**src/rtl/demux_stream_dispatcher_if.sv**
```systemverilog
// Handshake bundle between one producer, the dispatcher and N lane consumers.
//   master : producer/consumer side (drives input word, enable, mode, lane readies)
//   slave  : dispatcher side (drives ready, lane data/valid, status outputs)
interface demux_stream_dispatcher_if #(
  parameter int DATA_WIDTH  = 8,
  parameter int NUM_OUTPUTS = 4,
  parameter int SEL_WIDTH   = 4
);
  logic                              Enable_In;
  logic                              Mode_In;
  logic [SEL_WIDTH-1:0]              Dest_Select_In;
  logic [DATA_WIDTH-1:0]             Data_In;
  logic                              Data_Valid_In;
  logic                              Data_Ready_Out;
  logic [NUM_OUTPUTS*DATA_WIDTH-1:0] Data_Out;
  logic [NUM_OUTPUTS-1:0]            Data_Valid_Out;
  logic [NUM_OUTPUTS-1:0]            Data_Ready_In;
  logic [SEL_WIDTH-1:0]              Current_Lane_Out;
  logic                              Drop_Pulse_Out;
  logic [7:0]                        Drop_Count_Out;

  modport master (
    output Enable_In, Mode_In, Dest_Select_In, Data_In, Data_Valid_In, Data_Ready_In,
    input  Data_Ready_Out, Data_Out, Data_Valid_Out, Current_Lane_Out,
           Drop_Pulse_Out, Drop_Count_Out
  );

  modport slave (
    input  Enable_In, Mode_In, Dest_Select_In, Data_In, Data_Valid_In, Data_Ready_In,
    output Data_Ready_Out, Data_Out, Data_Valid_Out, Current_Lane_Out,
           Drop_Pulse_Out, Drop_Count_Out
  );
endinterface

```
**src/rtl/demux_stream_dispatcher.sv**
```systemverilog
// Registered 1:N stream demultiplexer with round-robin or directed lane choice.
// Ports:
//   Clock_In  - rising-edge clock
//   Reset_In  - asynchronous active-high reset; forces every output to 0
//   bus       - slave side of demux_stream_dispatcher_if (input word stream,
//               N output lanes, current lane, drop pulse and saturating drop count)
//
// state | meaning
// IDLE  | no word held, ready whenever enabled
// HOLD  | one word and its lane latched, presented on that lane until delivered
module demux_stream_dispatcher #(
  parameter int DATA_WIDTH  = 8,
  parameter int NUM_OUTPUTS = 4,
  parameter int SEL_WIDTH   = 4
) (
  input  logic                   Clock_In,
  input  logic                   Reset_In,
  demux_stream_dispatcher_if.slave bus
);

  localparam logic [0:0] S_IDLE = 1'b0;
  localparam logic [0:0] S_HOLD = 1'b1;

  logic [0:0]            state_q, state_d;
  logic [DATA_WIDTH-1:0] hold_data_q, hold_data_d;
  logic [SEL_WIDTH-1:0]  hold_lane_q, hold_lane_d;
  logic                  hold_rr_q, hold_rr_d;
  logic [SEL_WIDTH-1:0]  rr_q, rr_d;
  logic                  drop_pulse_q, drop_pulse_d;
  logic [7:0]            drop_cnt_q, drop_cnt_d;

  logic [NUM_OUTPUTS-1:0] lane_oh;
  logic                   delivery;
  logic                   ready;
  logic                   accept;
  logic [SEL_WIDTH-1:0]   rr_adv;
  logic [SEL_WIDTH-1:0]   rr_eff;
  logic [SEL_WIDTH-1:0]   sel_lane;
  logic                   sel_bad;

  always_comb begin
    lane_oh = '0;
    for (int k = 0; k < NUM_OUTPUTS; k++) begin
      lane_oh[k] = (state_q == S_HOLD) && (hold_lane_q == SEL_WIDTH'(k));
    end
    delivery = |(lane_oh & bus.Data_Ready_In);
    // Ready is forced low during reset so every output reads 0 while it is held.
    ready    = ~Reset_In & bus.Enable_In & ((state_q == S_IDLE) | delivery);
    accept   = bus.Data_Valid_In & ready;
    rr_adv   = (rr_q == SEL_WIDTH'(NUM_OUTPUTS - 1)) ? '0 : rr_q + SEL_WIDTH'(1);
    // A word accepted on the same edge as a round-robin delivery must already
    // see the advanced pointer, otherwise back-to-back words would share a lane.
    rr_eff   = (delivery & hold_rr_q) ? rr_adv : rr_q;
    sel_lane = bus.Mode_In ? bus.Dest_Select_In : rr_eff;
    sel_bad  = bus.Mode_In &
               ({1'b0, bus.Dest_Select_In} >= (SEL_WIDTH + 1)'(NUM_OUTPUTS));
  end

  always_comb begin
    state_d      = state_q;
    hold_data_d  = hold_data_q;
    hold_lane_d  = hold_lane_q;
    hold_rr_d    = hold_rr_q;
    rr_d         = rr_eff;
    drop_pulse_d = 1'b0;
    drop_cnt_d   = drop_cnt_q;
    if (delivery) state_d = S_IDLE;
    if (accept) begin
      if (sel_bad) begin
        // Out-of-range directed word is swallowed; it never occupies the hold reg.
        drop_pulse_d = 1'b1;
        if (drop_cnt_q != 8'hFF) drop_cnt_d = drop_cnt_q + 8'd1;
      end else begin
        state_d     = S_HOLD;
        hold_data_d = bus.Data_In;
        hold_lane_d = sel_lane;
        hold_rr_d   = ~bus.Mode_In;
      end
    end
  end

  always_ff @(posedge Clock_In or posedge Reset_In) begin
    if (Reset_In) begin
      state_q      <= S_IDLE;
      hold_data_q  <= '0;
      hold_lane_q  <= '0;
      hold_rr_q    <= 1'b0;
      rr_q         <= '0;
      drop_pulse_q <= 1'b0;
      drop_cnt_q   <= '0;
    end else begin
      state_q      <= state_d;
      hold_data_q  <= hold_data_d;
      hold_lane_q  <= hold_lane_d;
      hold_rr_q    <= hold_rr_d;
      rr_q         <= rr_d;
      drop_pulse_q <= drop_pulse_d;
      drop_cnt_q   <= drop_cnt_d;
    end
  end

  always_comb begin
    bus.Data_Out = '0;
    for (int k = 0; k < NUM_OUTPUTS; k++) begin
      bus.Data_Out[k*DATA_WIDTH +: DATA_WIDTH] = lane_oh[k] ? hold_data_q : '0;
    end
    bus.Data_Valid_Out   = lane_oh;
    bus.Data_Ready_Out   = ready;
    bus.Current_Lane_Out = (state_q == S_HOLD) ? hold_lane_q : rr_q;
    bus.Drop_Pulse_Out   = drop_pulse_q;
    bus.Drop_Count_Out   = drop_cnt_q;
  end

endmodule
```
**src/flat_wrapper.sv**
```systemverilog
// flat-port wrapper written by rule: the top's interface ports become plain ports
module demux_stream_dispatcher_flat 
#(
  parameter int DATA_WIDTH  = 8,
  parameter int NUM_OUTPUTS = 4,
  parameter int SEL_WIDTH   = 4
)
  (Clock_In, Reset_In, bus_Enable_In, bus_Mode_In, bus_Dest_Select_In, bus_Data_In, bus_Data_Valid_In, bus_Data_Ready_In, bus_Data_Ready_Out, bus_Data_Out, bus_Data_Valid_Out, bus_Current_Lane_Out, bus_Drop_Pulse_Out, bus_Drop_Count_Out);
  demux_stream_dispatcher_if #(.DATA_WIDTH(DATA_WIDTH), .NUM_OUTPUTS(NUM_OUTPUTS), .SEL_WIDTH(SEL_WIDTH)) bus_i ();
  input  logic Clock_In;
  input  logic Reset_In;
  input wire logic [$bits(bus_i.Enable_In)-1:0] bus_Enable_In;
  input wire logic [$bits(bus_i.Mode_In)-1:0] bus_Mode_In;
  input wire logic [$bits(bus_i.Dest_Select_In)-1:0] bus_Dest_Select_In;
  input wire logic [$bits(bus_i.Data_In)-1:0] bus_Data_In;
  input wire logic [$bits(bus_i.Data_Valid_In)-1:0] bus_Data_Valid_In;
  input wire logic [$bits(bus_i.Data_Ready_In)-1:0] bus_Data_Ready_In;
  output wire logic [$bits(bus_i.Data_Ready_Out)-1:0] bus_Data_Ready_Out;
  output wire logic [$bits(bus_i.Data_Out)-1:0] bus_Data_Out;
  output wire logic [$bits(bus_i.Data_Valid_Out)-1:0] bus_Data_Valid_Out;
  output wire logic [$bits(bus_i.Current_Lane_Out)-1:0] bus_Current_Lane_Out;
  output wire logic [$bits(bus_i.Drop_Pulse_Out)-1:0] bus_Drop_Pulse_Out;
  output wire logic [$bits(bus_i.Drop_Count_Out)-1:0] bus_Drop_Count_Out;
  assign bus_i.Enable_In = bus_Enable_In;
  assign bus_i.Mode_In = bus_Mode_In;
  assign bus_i.Dest_Select_In = bus_Dest_Select_In;
  assign bus_i.Data_In = bus_Data_In;
  assign bus_i.Data_Valid_In = bus_Data_Valid_In;
  assign bus_i.Data_Ready_In = bus_Data_Ready_In;
  assign bus_Data_Ready_Out = bus_i.Data_Ready_Out;
  assign bus_Data_Out = bus_i.Data_Out;
  assign bus_Data_Valid_Out = bus_i.Data_Valid_Out;
  assign bus_Current_Lane_Out = bus_i.Current_Lane_Out;
  assign bus_Drop_Pulse_Out = bus_i.Drop_Pulse_Out;
  assign bus_Drop_Count_Out = bus_i.Drop_Count_Out;
  demux_stream_dispatcher #(.DATA_WIDTH(DATA_WIDTH), .NUM_OUTPUTS(NUM_OUTPUTS), .SEL_WIDTH(SEL_WIDTH)) u_core (.Clock_In(Clock_In), .Reset_In(Reset_In), .bus(bus_i));
endmodule
```
**config.mk**
```make
export PLATFORM = sky130hd
export DESIGN_NAME = demux_stream_dispatcher_flat
export DESIGN_NICKNAME = d
export VERILOG_FILES = /design/src/rtl/demux_stream_dispatcher_if.sv /design/src/rtl/demux_stream_dispatcher.sv /design/src/flat_wrapper.sv
export SDC_FILE = /design/constraint.sdc
export NUM_CORES = 1
export LEC_CHECK = 0
export CAP_MARGIN = 15
export CORE_UTILIZATION = 45
export CTS_CLUSTER_SIZE = 25
export DETAILED_ROUTE_END_ITERATION = 16
export MAX_ROUTING_LAYER = met4
export PLACE_DENSITY_LB_ADDON = 0.2
export SYNTH_ARGS = -nofsm -noshare
export SYNTH_HDL_FRONTEND = slang
export SYNTH_SLANG_ARGS = --single-unit
```
**constraint.sdc**
```tcl
create_clock -name Clock_In -period 4.6 [get_ports Clock_In]
set_input_delay 0.92 -clock Clock_In [delete_from_list [all_inputs] [get_ports Clock_In]]
set_output_delay 0.92 -clock Clock_In [all_outputs]
set_load 0.005 [all_outputs]
```
==> run summary, run 1 <==
The tools report the total number of H-tree levels as 1. For this design the ratio of total power to cell area is 300.7 nW/µm². The fraction of layout cells with a size suffix above 1 is 11.21%.

The cell accounting for the most synthesized area is dfrtp_1. The first-pass GRT wire length was 5.533 mm; the count of routing violations after the opening detailed-route iteration was 37. The min-delay analysis places its worst path in the category reg2reg. STA puts the critical path data required time at 3.68 ns. The least setup slack across all paths after layout was 1.106 ns; the number of distinct library cells after synthesis was 38. The logs give 2.808 mm for the HPWL after detailed placement and 0 for the number of DRC violations after detailed routing. The clock skew came out at 0.009838 ns. The floorplan step defined a die boundary enclosing 3842 µm². The critical path startpoint category is an input port. The tree is rooted in a clkbuf_4. By area the synthesized netlist is led by dfrtp_1 42%, and2_1 12%, mux2_2 7.0%.

The post-synthesis average cell area works out to 10.51 µm². The post-synthesis simple-gate area fraction is 26.04%. After Yosys synthesis, full adders, half adders and majority gates account for 1.546% of the synthesized area.

The TritonCTS sink count was 27; the pin count of the biggest net entering global routing was 29. The area growth from synthesis to layout is 45.36%. Summed over its instances, the top area cell type makes up 41.73% of the synthesized netlist area. The leading register cell type out of synthesis is dfrtp_1. Counting every instance in the synthesized netlist gives 154. The final layout contains routed wiring with a total length of 3.651 mm. Counting every net in the synthesized netlist gives 177. By area, the combinational part of the netlist is dominated by simple AND/OR/NAND/NOR gates. Setup violations remaining at the end of the flow were counted as 0. The first-pass detailed-route iteration total is 4. Counting stages on the worst path, the most repeated cell is clkdlybuf4s50_1. The final layout contains 247 nets. After global routing the overflow that remains totals 0. The post-layout utilization of the core is 69.44%, and the clock edge transition at the registers on the reported setup and hold paths is 0.13 ns. Vertical die dimension: 61.98 µm.

The analysis attributes to cell leakage a power of 1.040 nW. At the pin with the least slew margin, the transition time is 0.7980 ns. The congestion estimate from routability-driven global placement came to 0.7353. The die is 61.98 µm wide. Summing every instance area after synthesis gives 1619 µm².

STA classifies the critical path endpoint as an output pin. The initial antenna violation count came out at 0. The routed design could run at a clock period as short as 3.494 ns. The finished layout holds 269 standard cells, fillers aside.

The run gives 0 as the number of post-CTS setup repair buffers. The tools report the final-report hold violation count as 0. The logs give 1,370 for the via count and 46.39% for the remaining max-slew budget at the tightest pin.

The maximum buffer depth of the clock tree is 2, and the number of top-level design ports is 71. The post-synthesis mux area share is 13.76%. The run gives 47.77% as the initial standard-cell utilization of the core.

The signal arrival time at the worst endpoint is 2.57 ns. TritonCTS built the clock tree. The portion of the clock cycle consumed by the worst path in the final layout works out to 75.95%. The critical path goes through clkdlybuf4s50_1 > mux2i_1 > o221a_4 > inv_1 > and3_1 > clkdlybuf4s50_1. Grouping stages by cell kind, the critical path spends the most delay in buffers and inverters.

The number of instances resized during post-cts repair is 0, and the proportion of synthesized flip-flops having asynchronous set or reset is 100.0%. The count of yosys warnings during synthesis was 0. The floorplan has 21 rows.

The number of synthesized flops with an enable pin is 0. After routing, the total negative slack on setup checks comes to 0 ns. The critical path start-end classification was in2out. Critical path's slowest cell: clkdlybuf4s50_1. The run finished with clean final reports. The final count of pins violating max slew came out at 0. The run gives 3 as the number of clock buffers inserted by TritonCTS. The share of the synthesized area in compound gates (AO/OA/AOI/OAI) works out to 9.119%.

The fraction of the yosys area taken by sequential cells was 41.73%. The tool flagged a number of max-cap violations equal to 0. Setup repair after global routing left no endpoint under its margin. VDD sags by at most 0.2239 mV. The post-detailed-route via-to-cell ratio came out at 5.093. In this run the remaining antenna-violating nets after routing total 0. Setup slack after placement: 1.127 ns. In this run, post-CTS hold repair placed 0 buffers. Power comes to 0.7076 mW.

The total area inside the core boundary comes to 3390 µm². The repair_antennas step left the layout with diodes totalling 0. The clock insertion delay at the later pin of the skew report was 0.32 ns.

On the worst path, the slowest cell contributes a delay of 0.50 ns. Dividing the detail-routed wire length by the instance count gives 13.57 µm. Of the total synthesized cell area, the portion taken by XOR and XNOR cells is 3.246%. The peak clock frequency supported by timing is 286.2 MHz, and the aggregate global-route resource usage is 20.57%. The number of buffers and inverters on the critical path is 3. The flip-flop and latch count after synthesis is 27, and the number of buffer cells added on primary ports is 70. The run gives 264 as the placed cell count. The via count of the first global-routing pass is 1,204.

In this run the worst path has a maximum fanout of 7. The layout has 251 filler cells.
==> state kept, by name (all words and copies together) (netlist names) <==
| name | cells |
|---|---|
| u_core.bus.Drop_Pulse_Out | 1 |
| u_core.hold_rr_q | 1 |
| u_core.rr_q | 4 |
| u_core.state_q | 1 |
| u_core.hold_lane_q | 4 |
| u_core.bus.Drop_Count_Out | 8 |
| u_core.hold_data_q | 8 |
==> synthesized netlist by cell type (3+ instances only) <==
cell type,instances
and2_1,32
dfrtp_1,27
mux2_2,10
nand2_1,9
nor2_1,7
mux2_4,6
o21ai_0,6
and3_1,5
xnor2_1,5
nand2b_1,4
a21o_1,3
a21oi_1,3
inv_1,3
nand4_1,3
nor2b_1,3
==> report_power, final <==
part           total [mW]  internal [mW]  switching [mW]  leakage, nW
Sequential          0.352          0.285          0.0671        0.349
Clock              0.0990         0.0339          0.0651       0.0150
Combinational       0.257          0.167          0.0892        0.676
==> final timing paths <==
path                       depth (start not counted)                           end  slack, ns                    startpoint
max                                                6            bus_Data_Ready_Out       1.11          bus_Data_Ready_In[2]
min                                                1  u_core.bus.Drop_Count_Out[4]       0.52  u_core.bus.Drop_Count_Out[4]
max reg2reg                                        5         u_core.hold_lane_q[2]       2.31         u_core.hold_lane_q[0]
min reg2reg                                        1  u_core.bus.Drop_Count_Out[4]       0.52  u_core.bus.Drop_Count_Out[4]
max in group asynchronous                          3         u_core.hold_data_q[2]       3.38                      Reset_In
min in group asynchronous                          3     u_core.bus.Drop_Pulse_Out       0.95                      Reset_In
==> through the flow <==
step	instance area, µm²	hold WS, ns
6_report	2354	0.5204
5_1_grt	2354	0.5420
4_1_cts	2349	0.5233
3_5_place_dp	2322	0.5017
3_3_place_gp	2322	0.4821
2_1_floorplan	1619	0.4778
==> cell type report <==
type	instances	area (µm²)	share of cell area [%]
Multi-Input combinational cell	117	869.6	36.95
Timing Repair Buffer	72	713.2	30.30
Sequential cell	27	675.6	28.71
Tap cell	46	57.56	2.446
Clock buffer	4	26.28	1.116
Inverter	3	11.26	0.4785
==> layout by cell type (no fill, tap or decap), drive strengths merged <==
cell type / instances
xnor2: 5
and4: 1
a21bo: 1
o221a: 1
nor4: 2
inv: 3
or2: 2
a311oi: 1
nor3: 1
mux2i: 2
a41oi: 1
and3: 5
buf: 2
and3b: 1
o22ai: 1
xor2: 1
ha: 2
or3b: 1
and2: 32
nand3: 1
nand2b: 4
or3: 1
o21ai: 6
nand4: 3
a22o: 1
clkdlybuf4s50: 70
clkbuf: 4
mux2: 16
dfrtp: 27
nor2: 7
nand2: 9
nor2b: 3
a21oi: 3
a21o: 3
==> logic make-up after synthesis <==
family | Yosys count
compound gates | 18
xor+xnor | 6
fa+ha+maj | 2
buf+inv | 10
flops | 27
mux | 18
simple gates | 73
==> per-layer routing <==
metal / routed length (µm) / share of wire (%) / GRT usage [%] / vias to the layer above
met2: 1805 / 49 / 34.04 / 46
met4: 41 / 1.1 / 6.667 / 0
met3: 145 / 4.0 / 2.692 / 4
met1: 1658 / 45 / 26.02 / 653
li1: - / - / - / 667
met5: 0 / 0 / - / -
(Power assumes the default switching activity.)
==> run 2, diff against run 1 <==
- CORE_UTILIZATION: 45 -> 38
- clock period: 4.6 -> 2.9 ns (I/O delays scaled with it)
==> run summary, run 2 (synthesis gave the netlist of run 1 again) <==
For the sequential fraction of design power, the log shows 47.7% (-2.0 points). The maximum single-stage delay on the critical path came out at 0.50 ns (about the same). The area growth from synthesis to layout is 48.15%.

Detailed-route wire length: 3.577 mm (-2.0%). The wire length per cell is 13.01 µm (-4.2%), and the clock insertion delay at the later pin of the skew report is 0.27 ns (-0.05 ns). For this run, the top clock speed supported by timing is 360.8 MHz. The initial antenna violation count was 0 (unchanged). The run gives 0 (unchanged) as the total setup violations reported at the end of the flow.

Subtracting the final worst setup slack from the clock period gives 2.771 ns. The clock network fraction of total power is 17.6% (+3.6 points). The storage element area was 675.6 µm² (unchanged).

In the layout the commonest cells are 70 x clkdlybuf4s50_1, 32 x and2_1, 27 x dfrtp_1. Setup repair after global routing left no endpoint under its margin. For the pin count of the biggest net entering global routing, the log shows 28 (-3.4%).

STA classifies the critical path startpoint as an input port. For the routability congestion estimate, the log shows 0.7748 (+5.4%). The tools report the TritonCTS sink count as 27 (unchanged). The number of filler instances in the final layout was 328 (+31%); the signal arrival time at the worst endpoint was 2.19 ns (-0.38 ns). Leakage component of the power: 1.060 nW (+2.0%). The post-detailed-route via-to-cell ratio was 4.982 (-2.2%). The HPWL after detailed placement was 2.775 mm (-1.2%); the least setup slack across all paths after layout was 0.1286 ns (-0.9776 ns). The number of clock buffers inserted by TritonCTS was 3 (unchanged). The count of routing violations after the opening detailed-route iteration was 25 (-32%).

The library cell used most frequently in the layout, excluding fill and tap cells, is clkdlybuf4s50_1. Total number of H-tree levels: 1 (unchanged). The width of the die was 67.28 µm (+8.5%); the via count of the first global-routing pass was 1,267 (+5.2%). The final-stage net count was 249 (+0.81%); the total power of the final layout was 1.170 mW (+65%). The tools report the floorplan core area as 4058 µm² (+20%).

Aggregate global-route resource usage: 18.09% (-2.5 points). The maximum fanout along the worst path was 2 (-5); the antenna diode instance count was 0 (unchanged). The logs give 1,370 (unchanged) for the via count and 0 (unchanged) for the number of post-CTS setup repair buffers. Final-report hold violation count: 0 (unchanged). Critical path's slowest cell: clkdlybuf4s50_1. The portion of the clock cycle consumed by the worst path in the final layout was 95.57%.

The maximum buffer depth of the clock tree was 2 (unchanged). The run finished with clean final reports. The power per unit of standard cell area was 487.7 nW/µm² (+62%); the remaining antenna violation count was 0 (unchanged). The critical path starts at bus_Data_Ready_In[2]. The logs give 0 (unchanged) for the count of hold buffers inserted by post-cts repair and 872.1 µm² (+0.29%) for the area of the multi-input gates. The setup total negative slack is 0 ns (unchanged), and the max-cap violation count is 0 (unchanged).

The run gives 0 (unchanged) as the number of instances resized during post-cts repair. The run gives 2.32 ns (-1.36 ns) as the data required time of the worst path. TritonCTS built the clock tree.

The first-pass detailed-route iteration total is 6 (+2). The standard-cell row count was 23 (+9.5%); the first-pass GRT wire length was 5.961 mm (+7.7%). The switching share of total power came out at 30.02% (-1.3 points). The root buffer cell was clkbuf_8.

The combinational power share is 34.7% (-1.6 points), and the final count of pins violating max slew is 0 (unchanged). The worst hold path begins at u_core.bus.Drop_Count_Out[4]. The worst setup path is captured at an output pin. The logs give 71 (unchanged) for the number of top-level design ports and 0 (unchanged) for the number of DRC violations after detailed routing.

The worst hold path belongs to the class reg2reg. The switching power total is 0.3512 mW (+59%), and the number of buffer cells added on primary ports is 70 (unchanged). The transition time at the pin with the least slew margin is 0.6199 ns (-0.1782 ns).

The worst flop-to-flop path startpoint was u_core.hold_lane_q[0]. The worst setup path is of the in2out kind. The run gives 4526 µm² (+18%) as the floorplan die area. Traced cell by cell, the critical path runs through clkdlybuf4s50_1 > mux2i_1 > o221a_4 > inv_1 > and3_1 > clkdlybuf4s50_1.

The vertical die dimension is 67.28 µm (+8.5%), and the internal cell power is 0.8186 mW (+68%). Global-route congestion overflow total: 0 (unchanged). The tools report the worst vdd rail ir drop as 0.2492 mV (+11%). The initial standard-cell utilization of the core was 39.90% (-7.9 points); the fraction of layout cells with a size suffix above 1 was 12.89% (+1.7 points). The remaining max-slew budget at the tightest pin was 58.67% (+12 points); the clock edge transition at the registers on the reported setup and hold paths was 0.09 ns (-0.04 ns).

Setup slack after placement: 0.1430 ns (-0.9842 ns). The tools report the clock skew as 0.006756 ns (-0.003082 ns). By instance count, the cell type seen most on the critical path is clkdlybuf4s50_1.
[run 2: cell types whose count changed in the layout (fill, tap and decap cells not counted)]
| cell | change |
|---|---|
| buf_2 | -1 |
| buf_4 | +3 |
| clkbuf_1 | -1 |
| clkbuf_4 | -3 |
| clkbuf_8 | +3 |
| clkinv_2 | +1 |
| nor2_1 | -1 |
| nor2_2 | +1 |
[run 2: path summary, 6_finish.rpt]
kind | cells past startpoint | slack [ns] | end
setup / recovery | 6 | 0.13 | bus_Data_Ready_Out
hold / removal | 1 | 0.53 | u_core.bus.Drop_Count_Out[4]
setup reg to reg | 6 | 0.50 | u_core.hold_lane_q[2]
hold reg to reg | 1 | 0.53 | u_core.bus.Drop_Count_Out[4]
max in group asynchronous | 3 | 1.94 | u_core.rr_q[1]
min in group asynchronous | 3 | 0.70 | u_core.bus.Drop_Count_Out[7]
[run 2: worst max-delay path: cells and delay by family]
kind	cells	cell delay (ns)
multiplexers	1	0.10
buffers and inverters	3	1.03
AND/OR/NAND/NOR	1	0.16
AO/OA/AOI/OAI	1	0.32
[run 2: final cells by class]
type | count | share of cell area [%]
clock buffer | 3 | 1.721
clock inverter | 1 | 0.2087
inverter | 3 | 0.4695
multi-input combinational | 117 | 36.36
sequential | 27 | 28.17
tap | 50 | 2.608
timing repair buffer | 74 | 30.46
[run 2: layer usage]
metal  GRT usage [%]  vias to the layer above  wire length, µm
met3           3.041                        4              230
met2           30.63                       57             1665
met4           5.585                        0               35
met1           21.89                      640             1645
li1                -                      669                -
met5               -                        -                0
[run 2: metrics by stage]
step / instances / utilization (%) / cell area [µm²] / hold WS, ns
after floorplan: 154 / - / 1619 / 0.4778
final: 275 / 59.11 / 2399 / 0.5286
after global routing: 275 / 59.11 / 2399 / 0.5555
after detailed placement: 271 / 57.91 / 2350 / 0.5144
after global placement: 271 / 57.91 / 2350 / 0.4824
after CTS: 275 / 59.05 / 2396 / 0.5339
[run 2: power groups by stage]
stage          Sequential [mW]  Combinational, mW  Clock (mW)
2_1_floorplan            0.519              0.245           0
3_3_place_gp             0.557              0.402           0
3_5_place_dp             0.566              0.411           0
4_1_cts                  0.558              0.412       0.212
5_1_grt                  0.580              0.452       0.228
6_report                 0.558              0.406       0.206
==> run 3, diff against run 2 <==
- SETUP_SLACK_MARGIN: default -> 0.2
==> run summary, run 3 (synthesis gave the netlist of run 1 again) <==
The tools report the total setup violations reported at the end of the flow as 0 (unchanged). The run finished with clean final reports. The minimum period implied by the final worst setup slack is 2.571 ns (-0.2009 ns), and the remaining antenna violation count is 0 (unchanged). The total number of H-tree levels was 1 (unchanged); the HPWL after detailed placement was 2.775 mm (unchanged).

The number of buffer cells added on primary ports is 70 (unchanged). The logs give 18.09% (unchanged) for the aggregate global-route resource usage and 3 (unchanged) for the number of clock buffers inserted by TritonCTS. The fraction of layout cells with a size suffix above 1 works out to 15.35% (+2.5 points). The switching share of total power was 30.12% (+0.094 points); the floorplan core area was 4058 µm² (unchanged). The tools report the floorplan die area as 4526 µm² (unchanged). Number of stages on the worst hold path: 1 (unchanged).

The transition time at the pin with the least slew margin works out to 0.6415 ns (+0.02162 ns). The tools report the capturing point of the worst reg2reg path as u_core.hold_lane_q[3]. The maximum buffer depth of the clock tree is 2 (unchanged), and the total power of the final layout is 1.187 mW (+1.5%). Via count: 1,371 (+0.073%). The power per unit of standard cell area is 488.3 nW/µm² (+0.11%). The TritonCTS sink count was 27 (unchanged); the post-layout utilization of the core was 59.91% (+0.80 points). The tools report the area after detailed placement as 2350 µm² (unchanged).

For the routability congestion estimate, the log shows 0.7748 (unchanged). The area of the multi-input gates came out at 882.1 µm² (+1.1%). In the layout the commonest cells are 69 x clkdlybuf4s50_1, 32 x and2_1, 26 x dfrtp_1.

The data required time of the worst path is 2.32 ns (about the same), and the clock network fraction of total power is 17.4% (-0.2 points). Relative to the synthesized area, the layout overhead comes to 50.15%. The critical path is of the reg2out type. The number of top-level design ports came out at 71 (unchanged). The peak clock frequency supported by timing came out at 389.0 MHz (+7.8%).

The run gives 0.45 ns (-0.05 ns) as the reg2reg setup slack. The tools report the standard-cell row count as 23 (unchanged). The tools report the first-pass GRT wire length as 5.961 mm (unchanged). The internal cell power is 0.8295 mW (+1.3%), and the switching power total is 0.3575 mW (+1.8%).

The final-report hold violation count came out at 0 (unchanged). For the storage element area, the log shows 676.9 µm² (+0.19%). For hold timing, the worst endpoint is u_core.bus.Drop_Count_Out[4]. The count of routing violations after the opening detailed-route iteration came out at 27 (+8.0%). The clock skew came out at 0.006204 ns (-0.0005520 ns). The source of the critical timing path is u_core.hold_lane_q[2].

The signal arrival time at the worst endpoint came out at 1.99 ns (-0.20 ns). The tools report the final-stage net count as 252 (+1.2%). The width of the die came out at 67.28 µm (unchanged). STA classifies the critical path startpoint as a flop.

The initial standard-cell utilization of the core was 39.90% (unchanged). The combinational power share is 35.5% (+0.8 points). The via count of the first global-routing pass is 1,267 (unchanged).

The vertical die dimension was 67.28 µm (unchanged); the leakage component of the power was 1.078 nW (+1.7%). The max-cap violation count came out at 0 (unchanged). The remaining max-slew budget at the tightest pin is 57.23% (-1.4 points), and the wire length per cell is 12.99 µm (-0.14%). In this run the most critical hold path is launched from u_core.bus.Drop_Count_Out[4]. Depth of the worst register-to-register path: 6 (unchanged).

The first-pass detailed-route iteration total is 6 (unchanged), and the post-detailed-route via-to-cell ratio is 4.932 (-1.0%). The tightest min-delay check is of the reg2reg type. The global-route congestion overflow total was 0 (unchanged); the portion of the clock cycle consumed by the worst path in the final layout was 88.64% (-6.9 points).

The final design instance area without fill was 2431 µm² (+1.4%); the sequential fraction of design power was 47.1% (-0.6 points). The maximum fanout along the worst path was 9 (+7); the worst vdd rail ir drop was 0.2545 mV (+2.1%). For the pin count of the biggest net entering global routing, the log shows 28 (unchanged). Setup repair after global routing left no endpoint under its margin. STA classifies the critical path endpoint as an output pin. For the number of DRC violations after detailed routing, the log shows 0 (unchanged). Most common library cell in the layout ignoring fill and taps: clkdlybuf4s50_1.

The setup total negative slack is 0 ns (unchanged), and the initial antenna violation count is 0 (unchanged). The clock edge transition at the registers on the reported setup and hold paths was 0.09 ns (about the same). The detailed-route wire length was 3.611 mm (+0.95%); the final count of pins violating max slew was 0 (unchanged). For the clock insertion delay at the later pin of the skew report, the log shows 0.27 ns (about the same). The root buffer cell chosen for the clock tree is clkbuf_8. The tools report the antenna diode instance count as 0 (unchanged). TritonCTS built the clock tree. The tools report the worst flop-to-flop path startpoint as u_core.hold_lane_q[0]. The run gives 328 (unchanged) as the number of filler instances in the final layout.
-- run 3: changes by cell type in the layout (fill, tap and decap cells not counted), sizes merged --
cell           before  now
dlygate4sd2         0    1
buf                 4    7
clkdlybuf4s50      70   69
-- run 3: how the worst max path moves through the flow --
stage | to | cells past startpoint
floorplan | bus_Data_Out[0] | 4
finish | bus_Data_Out[22] | 6
global placement | bus_Data_Ready_Out | 6
CTS | bus_Data_Out[31] | 5
global route | bus_Data_Out[22] | 6
detailed placement | bus_Data_Ready_Out | 6
-- run 3: layout make-up --
type | count | share of cell area [%]
multi-input combinational | 117 | 36.28
timing repair buffer | 77 | 30.93
sequential | 27 | 27.84
tap | 50 | 2.573
clock buffer | 3 | 1.698
inverter | 3 | 0.4632
clock inverter | 1 | 0.2059
-- run 3: per-stage QoR --
stage,setup WS (ns),hold slack (ns),std cells
after floorplan,0.8408,0.4778,154
after global placement,0.1346,0.4824,271
final,0.3295,0.5286,278
after global routing,0.1705,0.5555,278
after detailed placement,0.1430,0.5144,271
after CTS,0.2137,0.5339,275
-- run 3: power groups by stage --
stage | combinational, mW | sequential, mW | clock (mW)
final | 0.421 | 0.559 | 0.206
after global routing | 0.468 | 0.580 | 0.228
after CTS | 0.414 | 0.559 | 0.212
after global placement | 0.402 | 0.557 | 0
after floorplan | 0.245 | 0.519 | 0
after detailed placement | 0.411 | 0.566 | 0
-- run 3: layer usage --
layer / global-route usage, % / part of all wire, %
met1: 21.89 / 45
met2: 30.63 / 47
met3: 3.041 / 6.3
met5: - / 0
met4: 5.585 / 0.97
-- run 3: timing repair --
item | in CTS | in global routing
setup buffers | 0 | 3
hold buffers | 0 | 0
resized for setup | 3 | 3
endpoints found under the setup margin | 10 | 33
-- run 3: critical path, cell delays in order, from the launching register on --
cell and delay [ns]:
dfrtp_1 0.43, nand2b_1 0.20, nor2_1 0.13, nand2_1 0.11, nor2_4 0.20, and2_1 0.16
clkdlybuf4s50_1 0.49
